$ cat config.mk
export PLATFORM = sky130hd
export DESIGN_NAME = multicycle_control
export DESIGN_NICKNAME = d
export VERILOG_FILES = /design/src/rtl/legv8_ctrl_pkg.sv /design/src/rtl/multicycle_decode.sv /design/src/rtl/multicycle_control.sv
export SDC_FILE = /design/constraint.sdc
export NUM_CORES = 1
export LEC_CHECK = 0
export BUFFER_PORTS_ARGS = -buffer_cell sky130_fd_sc_hd__clkbuf_2
export CAP_MARGIN = 20
export CORE_AREA = 2 2 52 54
export CTS_BUF_LIST = sky130_fd_sc_hd__clkbuf_16
export DETAILED_ROUTE_END_ITERATION = 6
export DIE_AREA = 0 0 54 56
export MAX_ROUTING_LAYER = met4
export PLACE_DENSITY = 0.83
export SYNTH_ARGS = -nofsm -noshare
export SYNTH_HDL_FRONTEND = slang
export SYNTH_SLANG_ARGS = --single-unit
export TNS_END_PERCENT = 20
$ cat constraint.sdc
create_clock -name CLK -period 1.72 [get_ports CLK]
set_input_delay 0.086 -clock CLK [delete_from_list [all_inputs] [get_ports CLK]]
set_output_delay 0.086 -clock CLK [all_outputs]
set_load 0.03 [all_outputs]
$ cat src/rtl/legv8_ctrl_pkg.sv
// Shared LEGv8 control constants: opcode match patterns, sequencer state codes,
// instruction classes and ALU/sign-extend control encodings.
package legv8_ctrl_pkg;

    // casez patterns; '?' bits are don't-care within the 11-bit opcode field
    localparam logic [10:0] OPCODE_LDUR   = 11'b11111000010;
    localparam logic [10:0] OPCODE_STUR   = 11'b11111000000;
    localparam logic [10:0] OPCODE_ADDREG = 11'b10001011000;
    localparam logic [10:0] OPCODE_ADDIMM = 11'b1001000100?;
    localparam logic [10:0] OPCODE_SUBREG = 11'b11001011000;
    localparam logic [10:0] OPCODE_SUBIMM = 11'b1101000100?;
    localparam logic [10:0] OPCODE_ANDREG = 11'b10001010000;
    localparam logic [10:0] OPCODE_ORRREG = 11'b10101010000;
    localparam logic [10:0] OPCODE_CBZ    = 11'b10110100???;
    localparam logic [10:0] OPCODE_B      = 11'b000101?????;
    localparam logic [10:0] OPCODE_MOVZ   = 11'b110100101??;

    localparam logic [2:0] ST_FETCH  = 3'd0;
    localparam logic [2:0] ST_DECODE = 3'd1;
    localparam logic [2:0] ST_EXEC   = 3'd2;
    localparam logic [2:0] ST_MEM    = 3'd3;
    localparam logic [2:0] ST_WB     = 3'd4;
    localparam logic [2:0] ST_ERR    = 3'd5;

    localparam logic [3:0] CLASS_NONE   = 4'd0;
    localparam logic [3:0] CLASS_LDUR   = 4'd1;
    localparam logic [3:0] CLASS_STUR   = 4'd2;
    localparam logic [3:0] CLASS_ADDREG = 4'd3;
    localparam logic [3:0] CLASS_ADDIMM = 4'd4;
    localparam logic [3:0] CLASS_SUBREG = 4'd5;
    localparam logic [3:0] CLASS_SUBIMM = 4'd6;
    localparam logic [3:0] CLASS_ANDREG = 4'd7;
    localparam logic [3:0] CLASS_ORRREG = 4'd8;
    localparam logic [3:0] CLASS_CBZ    = 4'd9;
    localparam logic [3:0] CLASS_B      = 4'd10;
    localparam logic [3:0] CLASS_MOVZ   = 4'd11;

    localparam logic [3:0] ALUOP_AND   = 4'b0000;
    localparam logic [3:0] ALUOP_ORR   = 4'b0001;
    localparam logic [3:0] ALUOP_ADD   = 4'b0010;
    localparam logic [3:0] ALUOP_SUB   = 4'b0110;
    localparam logic [3:0] ALUOP_PASSB = 4'b0111;

    localparam logic [2:0] SIGNOP_I  = 3'b000;
    localparam logic [2:0] SIGNOP_D  = 3'b001;
    localparam logic [2:0] SIGNOP_B  = 3'b010;
    localparam logic [2:0] SIGNOP_CB = 3'b011;

endpackage

$ cat src/rtl/multicycle_decode.sv
// Combinational opcode classifier for the multi-cycle sequencer.
// Unmatched opcodes are flagged illegal; there is no fallback class.
module multicycle_decode
    import legv8_ctrl_pkg::*;
(
    input  logic [10:0] opcode,
    output logic [3:0]  op_class,
    output logic        illegal
);

    // first matching arm wins, giving the fixed classification priority
    always_comb begin
        op_class = CLASS_NONE;
        illegal  = 1'b0;
        casez (opcode)
            OPCODE_LDUR:   op_class = CLASS_LDUR;
            OPCODE_STUR:   op_class = CLASS_STUR;
            OPCODE_ADDREG: op_class = CLASS_ADDREG;
            OPCODE_ADDIMM: op_class = CLASS_ADDIMM;
            OPCODE_SUBREG: op_class = CLASS_SUBREG;
            OPCODE_SUBIMM: op_class = CLASS_SUBIMM;
            OPCODE_ANDREG: op_class = CLASS_ANDREG;
            OPCODE_ORRREG: op_class = CLASS_ORRREG;
            OPCODE_CBZ:    op_class = CLASS_CBZ;
            OPCODE_B:      op_class = CLASS_B;
            OPCODE_MOVZ:   op_class = CLASS_MOVZ;
            default:       illegal  = 1'b1;
        endcase
    end

endmodule

$ cat src/rtl/multicycle_control.sv
// LEGv8 multi-cycle sequencer: FETCH/DECODE/EXEC/MEM/WB with a timed
// handshake to variable-latency data memory and a sticky error state.
module multicycle_control
    import legv8_ctrl_pkg::*;
#(
    parameter int unsigned MEM_TO = 15
) (
    input  logic        CLK,
    input  logic        Reset,
    input  logic [10:0] opcode,
    input  logic        zero,
    input  logic        mem_ready,
    output logic        irwrite,
    output logic        pcwrite,
    output logic        pcsrc,
    output logic        reg2loc,
    output logic        alusrc,
    output logic        mem2reg,
    output logic        regwrite,
    output logic        memread,
    output logic        memwrite,
    output logic [3:0]  aluop,
    output logic [2:0]  signop,
    output logic [2:0]  state,
    output logic        error
);

    logic [2:0] cur_state;
    logic [3:0] op_class;
    logic [2:0] movz_signop;
    logic [3:0] wait_cnt;
    logic [3:0] dec_class;
    logic       dec_illegal;

    multicycle_decode u_decode (
        .opcode   (opcode),
        .op_class (dec_class),
        .illegal  (dec_illegal)
    );

    always_ff @(posedge CLK) begin
        if (Reset) begin
            cur_state   <= ST_FETCH;
            op_class    <= CLASS_NONE;
            movz_signop <= '0;
            wait_cnt    <= '0;
        end else begin
            case (cur_state)
                ST_FETCH:  cur_state <= ST_DECODE;
                ST_DECODE: begin
                    op_class    <= dec_class;
                    movz_signop <= (dec_class == CLASS_MOVZ) ? opcode[2:0] : 3'b000;
                    cur_state   <= dec_illegal ? ST_ERR : ST_EXEC;
                end
                ST_EXEC: begin
                    wait_cnt <= '0;
                    case (op_class)
                        CLASS_B, CLASS_CBZ:      cur_state <= ST_FETCH;
                        CLASS_LDUR, CLASS_STUR:  cur_state <= ST_MEM;
                        CLASS_NONE:              cur_state <= ST_ERR;
                        default:                 cur_state <= ST_WB;
                    endcase
                end
                ST_MEM: begin
                    if (mem_ready) begin
                        wait_cnt  <= '0;
                        cur_state <= (op_class == CLASS_LDUR) ? ST_WB : ST_FETCH;
                    end else if (wait_cnt == 4'(MEM_TO)) begin
                        cur_state <= ST_ERR;
                    end else begin
                        wait_cnt <= wait_cnt + 4'd1;
                    end
                end
                ST_WB:   cur_state <= ST_FETCH;
                default: cur_state <= ST_ERR;
            endcase
        end
    end

    always_comb begin
        irwrite  = 1'b0;
        pcwrite  = 1'b0;
        pcsrc    = 1'b0;
        reg2loc  = 1'b0;
        alusrc   = 1'b0;
        mem2reg  = 1'b0;
        regwrite = 1'b0;
        memread  = 1'b0;
        memwrite = 1'b0;
        aluop    = ALUOP_AND;
        signop   = SIGNOP_I;
        error    = 1'b0;

        // ALU/extend controls stay valid through MEM for the address computation
        if (cur_state == ST_EXEC || cur_state == ST_MEM) begin
            case (op_class)
                CLASS_LDUR:   begin alusrc = 1'b1; aluop = ALUOP_ADD; signop = SIGNOP_D; end
                CLASS_STUR:   begin reg2loc = 1'b1; alusrc = 1'b1; aluop = ALUOP_ADD; signop = SIGNOP_D; end
                CLASS_ADDREG: aluop = ALUOP_ADD;
                CLASS_ADDIMM: begin alusrc = 1'b1; aluop = ALUOP_ADD; end
                CLASS_SUBREG: aluop = ALUOP_SUB;
                CLASS_SUBIMM: begin alusrc = 1'b1; aluop = ALUOP_SUB; end
                CLASS_ANDREG: aluop = ALUOP_AND;
                CLASS_ORRREG: aluop = ALUOP_ORR;
                CLASS_CBZ:    begin reg2loc = 1'b1; aluop = ALUOP_PASSB; signop = SIGNOP_CB; end
                CLASS_B:      signop = SIGNOP_B;
                CLASS_MOVZ:   begin alusrc = 1'b1; aluop = ALUOP_PASSB; signop = movz_signop; end
                default:      ;
            endcase
        end

        case (cur_state)
            ST_FETCH: irwrite = 1'b1;
            ST_EXEC: begin
                if (op_class == CLASS_B) begin
                    pcwrite = 1'b1;
                    pcsrc   = 1'b1;
                end else if (op_class == CLASS_CBZ) begin
                    pcwrite = 1'b1;
                    pcsrc   = zero;
                end
            end
            ST_MEM: begin
                memread  = (op_class == CLASS_LDUR);
                memwrite = (op_class == CLASS_STUR);
                pcwrite  = (op_class == CLASS_STUR) && mem_ready;
            end
            ST_WB: begin
                regwrite = 1'b1;
                mem2reg  = (op_class == CLASS_LDUR);
                pcwrite  = 1'b1;
            end
            ST_ERR:  error = 1'b1;
            default: ;
        endcase
    end

    assign state = cur_state;

endmodule

Yosys cells after proc, flatten, opt, wreduce, memory -nomap -nowiden
Index checks and enable logic that the tools add are counted.

Memory bits (writable): 0. Register bits: 14. Input bits: 15. Memories kept: 0. Bits in latches: 0. Bits in read-only memories: 0. Output and inout bits: 20.

Add/subtract/negate cells: 1. Mux-type cells: 31. Bitwise logic cells: 0. Shifts and indexed selects: 0. $lt $le $gt $ge: 0. Reduce and logical (&&, ||, !) cells: 14. Div/mod/pow operators: 0. Multipliers: 0. Equal/unequal tests: 30.

Operators by type and width (number): 11-bit == test, second input constant (6); 4-bit case mux with 11 select lines (1); 4-bit == test, second input constant (6); 3-bit case mux with 4 select lines (2); 3-bit two-way mux (7); 10-bit == test, second input constant (2); 1-bit two-way mux (15); 3-bit case mux with 5 select lines (1); 4-bit by 3-bit == test with 1-bit output, second input constant (3); 11-bit OR reduction (1); 2-bit OR reduction (5); 9-bit == test, second input constant (1); 3-bit case mux with 3 select lines (1); 4-bit by 2-bit == test with 1-bit output, second input constant (2); 8-bit == test, second input constant (1); 4-bit two-way mux (2); 4-bit case mux with 2 select lines (1); 3-bit by 2-bit == test with 1-bit output, second input constant (2); 3-bit == test, second input constant (2); 6-bit by 3-bit == test with 1-bit output, second input constant (1); 3-bit != test, second input constant (2); 5-bit OR reduction (1); 4-bit by 1-bit adder with 4-bit output, second input constant (1); 4-bit by 1-bit == test with 1-bit output, second input constant (1); 9 further kinds (9).

Depth between registers and ports, before layout
Gate-level depths: netlist (run 1).

Depth after elaboration: 4. Mapped depth: 7. Depth with buffers taken out: 5.

Hierarchy
From an unflattened synthesis (run 1), not the netlist that was laid out.

Cell total of the unflattened synthesis: 162. Area total of the unflattened synthesis: 1182.4 sq um.

Modules (own cells, without submodules): multicycle_control (seq. area each 280.3 sq um, instances 1, area an instance 973.4 sq um, cells an instance 129); multicycle_decode (seq. area each 0.0 sq um, instances 1, area an instance 209.0 sq um, cells an instance 33).

Least setup slack after synthesis (run 1)
No wires, ideal clock.

Path type: reg-to-output. Start: reg cur_state[1] (netlist: state[1]). End: out aluop[1]. Data required time: 1.634 ns. Path slack: -0.940 ns. Stages on the path, launching flop included: 5. Arrival time: 2.574 ns. Cells stage by stage: dfxtp_1 > clkbuf_1 > nand2b_1 > clkbuf_8 > a2111oi_0.

Cells in the longest elaborated chain, start to end: 3.

Ends and longest elaborated chain: from (decl) (line multicycle_control.sv:28) `logic [2:0] cur_state;`; from (signal assigned) (line multicycle_control.sv:53) `cur_state <= dec_illegal ? ST_ERR : ST_EXEC;`; from (signal assigned) (line multicycle_control.sv:67) `cur_state <= (op_class == CLASS_LDUR) ? ST_WB : ST_FETCH;`; 3-bit by 2-bit == test with 1-bit output (line multicycle_control.sv:95) `if (cur_state == ST_EXEC || cur_state == ST_MEM) begin`; 1-bit logical OR (*) (line multicycle_control.sv:95); 3-bit two-way mux (*) (line multicycle_control.sv:95); to (decl) (line multicycle_control.sv:22) `output logic [3:0] aluop,`.

Mark *: on every way between the ends. The rest lies on a longest branch, timed or not.

Worst setup path after layout (run 1)
Start: reg op_class[1]. End: out pcwrite.

Cells in the longest elaborated chain, start to end: 4.

Ends and longest elaborated chain: from (decl) (line multicycle_control.sv:29) `logic [3:0] op_class;`; from (signal assigned) (line multicycle_control.sv:51) `op_class <= dec_class;`; 4-bit == test (line multicycle_control.sv:118) `end else if (op_class == CLASS_CBZ) begin`; 1-bit two-way mux (line multicycle_control.sv:118); 1-bit two-way mux (line multicycle_control.sv:115) `if (op_class == CLASS_B) begin`; 1-bit case mux with 3 select lines (*) (line multicycle_control.sv:112) `case (cur_state)`; to (decl) (line multicycle_control.sv:14) `output logic pcwrite,`.

Marks and branches as above.

==> results of run 1 <==
[how the worst max path moves through the flow]
stage	start	to	slack, ns
6_report	op_class[1]$_SDFFE_PP0N_	pcwrite	0.08
5_1_grt	op_class[0]$_SDFFE_PP0N_	memread	0.01
4_1_cts	op_class[2]$_SDFFE_PP0N_	pcwrite	0.04
3_5_place_dp	opcode[0]	state[2]$_SDFFE_PP0P_	0.15
3_3_place_gp	opcode[0]	state[2]$_SDFFE_PP0P_	0.20
2_1_floorplan	state[1]$_SDFFE_PP0P_	pcwrite	-0.13
[cell type report]
type                            count  area (um^2)  share of cell area, %
Clock buffer                        3        75.07                  4.666
Clock inverter                      1        3.754                 0.2333
Inverter                            1        3.754                 0.2333
Multi-Input combinational cell    139        948.4                  58.94
Sequential cell                    14        282.8                  17.57
Tap cell                           30        37.54                  2.333
Timing Repair Buffer               45        257.7                  16.02
[placed cells by master, fill, tap and decap left out, types with 2 or more instances in the layout]
cell / netlist / routed
nor3b_1: 3 / 2
nand3_1: 5 / 5
nor3_2: 0 / 2
dfxtp_1: 14 / 12
a211oi_1: 2 / 2
nand2b_1: 3 / 2
nor4bb_1: 2 / 2
o21ai_0: 2 / 2
nor4b_1: 2 / 2
nor2b_1: 8 / 7
and3_1: 4 / 4
clkbuf_2: 0 / 31
nand3b_1: 3 / 3
a2111oi_4: 1 / 2
nand4_1: 2 / 2
nor3_1: 17 / 14
clkbuf_16: 0 / 3
dfxtp_2: 0 / 2
xnor2_1: 2 / 2
a21oi_1: 13 / 13
nand2_1: 6 / 6
a22oi_1: 4 / 4
buf_4: 1 / 12
and2_1: 3 / 3
nor2_1: 28 / 28
[what timing repair did]
action                                  CTS  global route
gates cloned                              0             0
endpoints found under the setup margin    2             9
gates resized for setup                   1             6
[sequential cells by signal, indices dropped and copies added (netlist names)]
name	cells
op_class	4
wait_cnt	4
movz_signop	3
state	3
[power by group through the flow]
stage	logic [W]	registers (W)	clock network [W]
global placement	0.000953	0.000471	0
floorplan	0.000726	0.000469	0
CTS	0.000985	0.000475	0.000441
detailed placement	0.000976	0.000477	0
global route	0.00109	0.000488	0.000459
finish	0.000992	0.000480	0.000433
[tightest hold or removal path: stages]
cell and delay [ns]:
clkbuf_2 0.12, a22oi_1 0.07, nor2_1 0.09
[per-layer routing]
metal	up-vias	wire length (um)
li1	688	-
met1	623	1421
met2	29	1633
met3	4	114
met4	0	21
met5	-	0
[stage by stage]
stage / instances / instance area (um^2)
3_3_place_gp: 229 / 1515
5_1_grt: 233 / 1609
6_report: 233 / 1609
4_1_cts: 233 / 1595
3_5_place_dp: 229 / 1515
2_1_floorplan: 165 / 1286
[cells by family (layout without fill, tap and decap cells)]
family / count (synthesis) / in the layout / share of synthesized area [%]
AO/OA/AOI/OAI: 33 / 33 / 20.16
XOR/XNOR: 3 / 3 / 2.117
adder cells (fa/ha/maj): 1 / 1 / 1.008
buffers and inverters: 12 / 50 / 5.442
flip-flops: 14 / 14 / 22.58
multiplexers: 1 / 1 / 0.8065
other: 1 / 1 / 0.3021
AND/OR/NAND/NOR: 100 / 100 / 47.58
==> impl_metrics.env, run 1 <==
export IMPL_fin_util_pct=66.15
export IMPL_cts_hold_buf=0
export IMPL_die_area_um2=3024
export IMPL_maxCapViolCount=0
export IMPL_wl_per_cell_um=13.69
export IMPL_finalPower_w=0.001905
export IMPL_tritoncts="built"
export IMPL_hold_viol=0
export IMPL_synthTopCellsByCount="28 x nor2_1, 17 x nor3_1, 14 x dfxtp_1, 13 x a21oi_1, 8 x nor2b_1"
export IMPL_drc=0
export IMPL_rr_endpoint="state[1]$_SDFFE_PP0P_"
export IMPL_vias=1344
export IMPL_pre_cts_ws_ns=0.1502
export IMPL_hp_class="input pin to flip-flop"
export IMPL_min_from="opcode[0]"
export IMPL_cp_required_ns=1.63
export IMPL_critPathMaxFanout=5
export IMPL_cts_buffers=3
export IMPL_worst_path_dominant_cell_family="simple AND/OR/NAND/NOR gates"
export IMPL_fillers=214
export IMPL_row_count=18
export IMPL_cp_num_buf_inv=1
export IMPL_place_hpwl_mm=2.515
export IMPL_critPathLaunchType="flip-flop"
export IMPL_htreeDepth=1
export IMPL_p_int_w=0.001087
export IMPL_track_usage_pct=22.71
export IMPL_antenna_found_initial=0
export IMPL_grt_overflow=0
export IMPL_final_net_count=220
export IMPL_crit_slowest_cell="or2_2"
export IMPL_synth_largest_area_cell="dfxtp_1"
export IMPL_drive_gt1_share_pct=33.99
export IMPL_first_global_vias=1240
export IMPL_netlist_instances=165
export IMPL_seqPwrFrac_pct=25.2
export IMPL_end_kind="output port"
export IMPL_globalRouteMet3Util_pct=2.419
export IMPL_tns_ns=0
export IMPL_grt_start_max_net_pins=18
export IMPL_syn_mean_instance_area_um2=7.522
export IMPL_pwr_density_cell_nw_per_um2=1184
export IMPL_area_growth_pct=29.64
export IMPL_rsz0062_at_grt="no"
export IMPL_setup_violations=0
export IMPL_port_buffers=33
export IMPL_static_leakage_power_nw=0.6464
export IMPL_critical_path_max_stage_delay_ns=0.32
export IMPL_synth_top_cells_by_area="dfxtp_1 23%, nor2_1 8.5%, nor3_1 6.9%"
export IMPL_wirelength_mm=3.190
export IMPL_initial_utilization_pct=51.03
export IMPL_reg2reg_slack_ns=0.29
export IMPL_ir_drop_v=0.0007146
export IMPL_clkPwrFrac_pct=22.7
export IMPL_routabilityCongestion=0.9212
export IMPL_fmax_mhz=611.4
export IMPL_grt_pass1_wl_mm=5.209
export IMPL_root_buffer="clkbuf_16"
export IMPL_setup_ws_ns=0.08432
export IMPL_core_area_um2=2432
export IMPL_timing_rr_start="op_class[0]$_SDFFE_PP0N_"
export IMPL_period_share_pct=95.10
export IMPL_clk_latency_ns=0.24
export IMPL_grt_util_met1_pct=27.06
export IMPL_ys_async_sr_fraction_pct=0
export IMPL_n_antenna_cell=0
export IMPL_drt_iter0_markers=22
export IMPL_min_to="movz_signop[0]$_SDFFE_PP0N_"
export IMPL_r2r_worst_path_cells=5
export IMPL_final_setup_skew_ns=0.003189
export IMPL_pin_count=35
export IMPL_cts_setup_buffers=0
export IMPL_period_needed_ns=1.636
export IMPL_critPathArrivalTime_ns=1.55
export IMPL_slew_violations=0
export IMPL_synth_enable_flop_cells=0
export IMPL_ys_types=55
export IMPL_crit_type="flip-flop to output port"
export IMPL_busiest_layer="met2"
export IMPL_synth_top_area_share_pct=22.58
export IMPL_synth_most_common_cell="nor2_1"
export IMPL_syn_num_nets=181
export IMPL_drt_vias_per_instance=5.768
export IMPL_cts_path_max_buffers=2
export IMPL_yosys_warnings=0
export IMPL_first_pass_iters=5
export IMPL_p_sw_w=0.0008184
export IMPL_crit_chain="nor2b_2 > or2_2 > a221o_1 > clkbuf_2"
export IMPL_p_comb_share_pct=52.1
export IMPL_synth_seq_cells=14
export IMPL_antenna_left=0
export IMPL_ys_seq_area_share_pct=22.58
export IMPL_cts_sinks=14
export IMPL_die_y_um=56
export IMPL_min_path_cells=3
export IMPL_grtUsageMet2_pct=39.90
export IMPL_synthFlopType="dfxtp_1"
export IMPL_clk_pin_slew_ns=0.04
export IMPL_holdWs_ns=0.1670
export IMPL_switching_share_pct=42.96
export IMPL_syn_area_um2=1241
export IMPL_path_depth=4
export IMPL_die_width_um=54
export IMPL_status="completed"
No activity file was read; power rests on OpenSTA's default activity.
==> inputs of run 2 (changes only) <==
Settings changed: GPL_TIMING_DRIVEN from default to 0, PLACE_DENSITY 0.83 to 0.8, SKIP_CTS_REPAIR_TIMING from default to 1, SYNTH_HIERARCHICAL from default to 1.
==> impl_metrics.env, run 2 <==
export IMPL_critPathArrivalTime_ns=1.60
export IMPL_largestRegisters="op_class: 4 flops, wait_cnt: 4 flops"
export IMPL_root_buffer="clkbuf_16"
export IMPL_synth_most_common_cell="nor2_1"
export IMPL_final_net_count=216
export IMPL_cts_path_max_buffers=2
export IMPL_drc=0
export IMPL_seqPwrFrac_pct=35.7
export IMPL_routabilityCongestion=0.8512
export IMPL_critPathLaunchType="flip-flop"
export IMPL_wirelength_mm=3.108
export IMPL_first_global_vias=1200
export IMPL_final_cell_mix="32 x clkbuf_2, 30 x nor2_1, 14 x nand2_1, 13 x dfxtp_1, 8 x nand3_1"
export IMPL_reg2reg_slack_ns=0.31
export IMPL_place_hpwl_mm=2.338
export IMPL_grt_overflow=0
export IMPL_synth_top_area_share_pct=23.70
export IMPL_synth_largest_area_cell="dfxtp_1"
export IMPL_netlist_instances=162
export IMPL_area_growth_pct=31.22
export IMPL_initial_utilization_pct=48.61
export IMPL_cp_required_ns=1.63
export IMPL_antenna_left=0
export IMPL_crit_slowest_cell="or3_1"
export IMPL_track_usage_pct=21.14
export IMPL_die_area_um2=3024
export IMPL_ff_latch_area_um2=281.5
export IMPL_synthTopCellsByCount="30 x nor2_1, 14 x dfxtp_1, 14 x nand2_1, 8 x nand3_1, 7 x a21oi_1"
export IMPL_vias=1341
export IMPL_crit_chain="buf_6 > nand4bb_4 > nand2b_4 > a21oi_1 > or3_1 > buf_2"
export IMPL_syn_num_nets=178
export IMPL_htreeDepth=1
export IMPL_ys_seq_area_share_pct=23.70
export IMPL_fillers=220
export IMPL_final_common_cell="clkbuf_2"
export IMPL_static_leakage_power_nw=0.6714
export IMPL_die_y_um=56
export IMPL_drive_gt1_share_pct=28.64
export IMPL_core_area_um2=2432
export IMPL_end_kind="output port"
export IMPL_synth_seq_cells=14
export IMPL_drt_vias_per_instance=5.856
export IMPL_row_count=18
export IMPL_place_area_um2=1409
export IMPL_maxCapViolCount=0
export IMPL_ys_async_sr_fraction_pct=0
export IMPL_pwr_density_cell_nw_per_um2=606.0
export IMPL_fin_util_pct=63.79
export IMPL_syn_area_um2=1182
export IMPL_critical_path_max_stage_delay_ns=0.33
export IMPL_final_setup_skew_ns=0.002833
export IMPL_period_needed_ns=1.688
export IMPL_min_path_cells=2
export IMPL_n_antenna_cell=0
export IMPL_die_width_um=54
export IMPL_rr_endpoint="movz_signop[1]$_SDFFE_PP0N_"
export IMPL_timing_rr_start="state[0]$_SDFFE_PP0P_"
export IMPL_first_pass_iters=4
export IMPL_p_comb_share_pct=18.4
export IMPL_hold_viol=0
export IMPL_r2r_worst_path_cells=5
export IMPL_yosys_warnings=6
export IMPL_min_to="state[2]$_SDFFE_PP0P_"
export IMPL_syn_mean_instance_area_um2=7.299
export IMPL_hp_class="input pin to flip-flop"
export IMPL_synth_top_cells_by_area="dfxtp_1 24%, nor2_1 9.5%, nand2_1 4.4%"
export IMPL_ir_drop_v=0.0005983
export IMPL_critPathMaxFanout=10
export IMPL_min_from="Reset"
export IMPL_slew_violations=0
export IMPL_clk_latency_ns=0.24
export IMPL_switching_share_pct=24.95
export IMPL_cts_buffers=3
export IMPL_setup_violations=0
export IMPL_port_buffers=33
export IMPL_grt_pass1_wl_mm=4.905
export IMPL_wl_per_cell_um=13.57
export IMPL_p_sw_w=0.0002346
export IMPL_clkPwrFrac_pct=45.9
export IMPL_multi_input_area_um2=894.6
export IMPL_synthFlopType="dfxtp_1"
export IMPL_p_int_w=0.0007056
export IMPL_pin_count=35
export IMPL_antenna_found_initial=0
export IMPL_fmax_mhz=592.2
export IMPL_ys_types=48
export IMPL_tritoncts="built"
export IMPL_rsz0062_at_grt="yes"
export IMPL_clk_pin_slew_ns=0.05
export IMPL_final_cell_area_um2=1551
export IMPL_status="completed"
export IMPL_drt_iter0_markers=22
export IMPL_cts_sinks=14
export IMPL_grt_start_max_net_pins=11
export IMPL_crit_type="flip-flop to output port"
export IMPL_synth_enable_flop_cells=0
export IMPL_period_share_pct=98.17
run 2: cell types whose count changed in the layout (fill, tap and decap cells not counted), moves of 3 or more:
cell	before	now
a21oi_1	13	7
and2_1	3	0
buf_4	12	3
buf_6	0	4
mux2i_1	1	4
nand2_1	6	14
nand3_1	5	8
nor3_1	14	4
xor2_1	1	4
run 2: worst max-delay path by stage:
stage	startpoint	endpoint	slack, ns	cells after the start
after CTS	op_class[2]$_SDFFE_PP0N_	pcwrite	-0.08	6
after global routing	op_class[2]$_SDFFE_PP0N_	pcwrite	-0.03	6
after floorplan	state[2]$_SDFFE_PP0P_	mem2reg	-0.01	3
after detailed placement	opcode[1]	state[0]$_SDFFE_PP0P_	-0.07	9
final	op_class[2]$_SDFFE_PP0N_	pcwrite	0.03	6
after global placement	opcode[8]	state[2]$_SDFFE_PP0P_	-0.02	9
run 2: cell families after synthesis:
family	after synthesis	share of synthesized area, %
compound gates	29	16.72
xor+xnor	5	3.704
fa+ha+maj	1	1.058
buf+inv	12	6.560
flops	14	23.70
mux	4	3.386
other cells	1	0.3172
simple gates	96	44.55
run 2: stage by stage:
step / worst slack [ns] / TNS (ns) / total power [W] / instances / hold slack, ns
floorplan: -0.01315 / -0.01315 / 0.0004542 / 162 / 0.1588
global placement: -0.02460 / -0.02955 / 0.0005013 / 225 / 0.2915
detailed placement: -0.06837 / -0.1296 / 0.0005064 / 225 / 0.2966
CTS: -0.07887 / -0.1234 / 0.0009392 / 229 / 0.04319
global route: -0.03470 / -0.03470 / 0.0009780 / 229 / 0.05937
finish: 0.03151 / 0 / 0.0009402 / 229 / 0.04354
run 2: cell type report:
| type | count | share of cell area (%) |
|---|---|---|
| multi-input combinational | 136 | 57.66 |
| clock buffer | 3 | 4.839 |
| sequential | 14 | 18.15 |
| clock inverter | 1 | 0.2419 |
| timing repair buffer | 33 | 10.97 |
| tap | 30 | 2.419 |
| buffer | 10 | 5.242 |
| inverter | 2 | 0.4839 |
run 2: critical path: cells and delay by family, from the launching register on:
family	cells	cell delay (ns)
buffers and inverters	2	0.32
and+or+nand+nor	3	0.66
AOI/OAI and AO/OA	1	0.05
DFF	1	0.32
run 2: layer usage:
| metal | routed length, um | global-route usage [%] | up-vias |
|---|---|---|---|
| met4 | 46 | 7.143 | 0 |
| met2 | 1555 | 35.71 | 59 |
| met5 | 0 | - | - |
| met3 | 186 | 2.151 | 9 |
| li1 | - | - | 660 |
| met1 | 1319 | 25.45 | 613 |
run 2: power groups by stage:
stage,sequential (W),combinational (W),clock [W]
global route,0.000336,0.000189,0.000454
finish,0.000336,0.000173,0.000431
floorplan,0.000348,0.000107,0
detailed placement,0.000341,0.000166,0
global placement,0.000340,0.000161,0
CTS,0.000335,0.000167,0.000438
==> inputs of run 3 (changes only) <==
Settings changed: CORE_AREA 2 2 52 54 to 2 2 59 61, DIE_AREA 0 0 54 56 to 0 0 61 63, PLACE_DENSITY 0.8 to 0.66.
==> impl_metrics.env, run 3 (same netlist as run 2, synthesis figures left out) <==
export IMPL_wirelength_mm=2.981
export IMPL_final_common_cell="clkbuf_2"
export IMPL_cts_buffers=3
export IMPL_cts_path_max_buffers=2
export IMPL_setup_ws_ns=-0.03388
export IMPL_dp_cells=241
export IMPL_crit_type="flip-flop to output port"
export IMPL_grt_start_max_net_pins=11
export IMPL_hp_class="input pin to flip-flop"
export IMPL_cp_required_ns=1.63
export IMPL_die_area_um2=3843
export IMPL_antenna_left=0
export IMPL_htreeDepth=1
export IMPL_vias=1287
export IMPL_clk_pin_slew_ns=0.05
export IMPL_setup_violations=1
export IMPL_final_net_count=216
export IMPL_largestRegisters="op_class: 4 flops, wait_cnt: 4 flops"
export IMPL_rsz0062_at_grt="yes"
export IMPL_row_count=21
export IMPL_r2r_worst_path_cells=5
export IMPL_final_cells=245
export IMPL_static_leakage_power_nw=0.6578
export IMPL_cp_endpoint="pcwrite"
export IMPL_first_pass_iters=4
export IMPL_place_hpwl_mm=2.332
export IMPL_tns_ns=-0.03388
export IMPL_period_share_pct=102.0
export IMPL_hold_viol=0
export IMPL_critPathMaxFanout=10
export IMPL_period_needed_ns=1.754
export IMPL_area_growth_pct=29.74
export IMPL_status="finished, violations left"
export IMPL_drt_iter0_markers=115
export IMPL_drc=0
export IMPL_track_usage_pct=17.24
export IMPL_reg2reg_slack_ns=0.33
export IMPL_violations="negative setup slack"
export IMPL_critPathLaunchType="flip-flop"
export IMPL_fmax_mhz=570.2
export IMPL_cp_startpoint="op_class[2]$_SDFFE_PP0N_"
export IMPL_fillers=339
export IMPL_critPathArrivalTime_ns=1.67
export IMPL_port_buffers=33
export IMPL_timing_rr_start="state[0]$_SDFFE_PP0P_"
export IMPL_die_width_um=61
export IMPL_grt_pass1_wl_mm=5.154
export IMPL_drive_gt1_share_pct=26.63
export IMPL_die_y_um=63
export IMPL_drt_vias_per_instance=5.253
export IMPL_initial_utilization_pct=36.59
export IMPL_ir_drop_v=0.0002698
export IMPL_routabilityCongestion=0.8296
export IMPL_tritoncts="built"
export IMPL_first_global_vias=1204
export IMPL_final_setup_skew_ns=0.001350
export IMPL_pin_count=35
export IMPL_rr_endpoint="movz_signop[2]$_SDFFE_PP0N_"
export IMPL_antenna_found_initial=0
export IMPL_core_area_um2=3232
export IMPL_wl_per_cell_um=12.17
export IMPL_n_antenna_cell=0
export IMPL_maxCapViolCount=0
export IMPL_grt_overflow=0
export IMPL_fin_util_pct=47.46
export IMPL_root_buffer="clkbuf_16"
export IMPL_cts_sinks=14
export IMPL_end_kind="output port"
export IMPL_slew_violations=0
export IMPL_clk_latency_ns=0.24
export IMPL_pwr_density_cell_nw_per_um2=611.7
export IMPL_final_cell_mix="33 x clkbuf_2, 30 x nor2_1, 14 x nand2_1, 14 x dfxtp_1, 8 x nand3_1"
[run 3: worst max-delay path: stages, from the launching register on]
cell and delay, ns:
dfxtp_1 0.30, buf_4 0.17, nand4bb_2 0.21, nand2b_1 0.16, a21oi_1 0.07, or3_1 0.34
buf_2 0.18
[run 3: where the power goes]
group	internal [W]	total (W)	switching [W]	leakage, nW
Clock	0.000307	0.000435	0.000128	0.0385
Combinational	0.0000664	0.000169	0.000102	0.506
Sequential	0.000331	0.000335	0.00000431	0.113
[run 3: how the worst min path moves through the flow]
stage	startpoint	endpoint	slack [ns]	depth (start not counted)
floorplan	Reset	state[2]$_SDFFE_PP0P_	0.16	1
global placement	Reset	state[2]$_SDFFE_PP0P_	0.29	2
detailed placement	Reset	state[2]$_SDFFE_PP0P_	0.29	2
CTS	Reset	state[2]$_SDFFE_PP0P_	0.05	2
global route	Reset	state[2]$_SDFFE_PP0P_	0.07	2
finish	Reset	state[2]$_SDFFE_PP0P_	0.05	2
[run 3: final cells by class]
type | count | area (um^2) | share of cell area [%]
clock buffer | 3 | 75.07 | 4.894
timing repair buffer | 33 | 167.7 | 10.93
tap | 46 | 57.56 | 3.752
multi-input combinational | 136 | 867.1 | 56.53
inverter | 2 | 7.507 | 0.4894
sequential | 14 | 280.3 | 18.27
clock inverter | 1 | 3.754 | 0.2447
buffer | 10 | 75.07 | 4.894
[run 3: stage by stage]
| stage | worst slack, ns | area, um^2 | total power, W | hold slack, ns |
|---|---|---|---|---|
| 6_report | -0.03388 | 1534 | 0.0009383 | 0.05375 |
| 5_1_grt | -0.1094 | 1534 | 0.0009826 | 0.06694 |
| 4_1_cts | -0.09331 | 1508 | 0.0009468 | 0.04910 |
| 3_5_place_dp | -0.08766 | 1429 | 0.0005068 | 0.2936 |
| 3_3_place_gp | -0.06717 | 1429 | 0.0005056 | 0.2921 |
| 2_1_floorplan | -0.01315 | 1206 | 0.0004542 | 0.1588 |
[run 3: metal layers]
| layer | track usage [%] | vias to the layer above | part of all wire [%] |
|---|---|---|---|
| li1 | - | 659 | - |
| met1 | 22.88 | 572 | 46 |
| met2 | 27.15 | 51 | 46 |
| met3 | 2.484 | 5 | 6.9 |
| met4 | 4.348 | 0 | 0.91 |
| met5 | - | - | 0 |
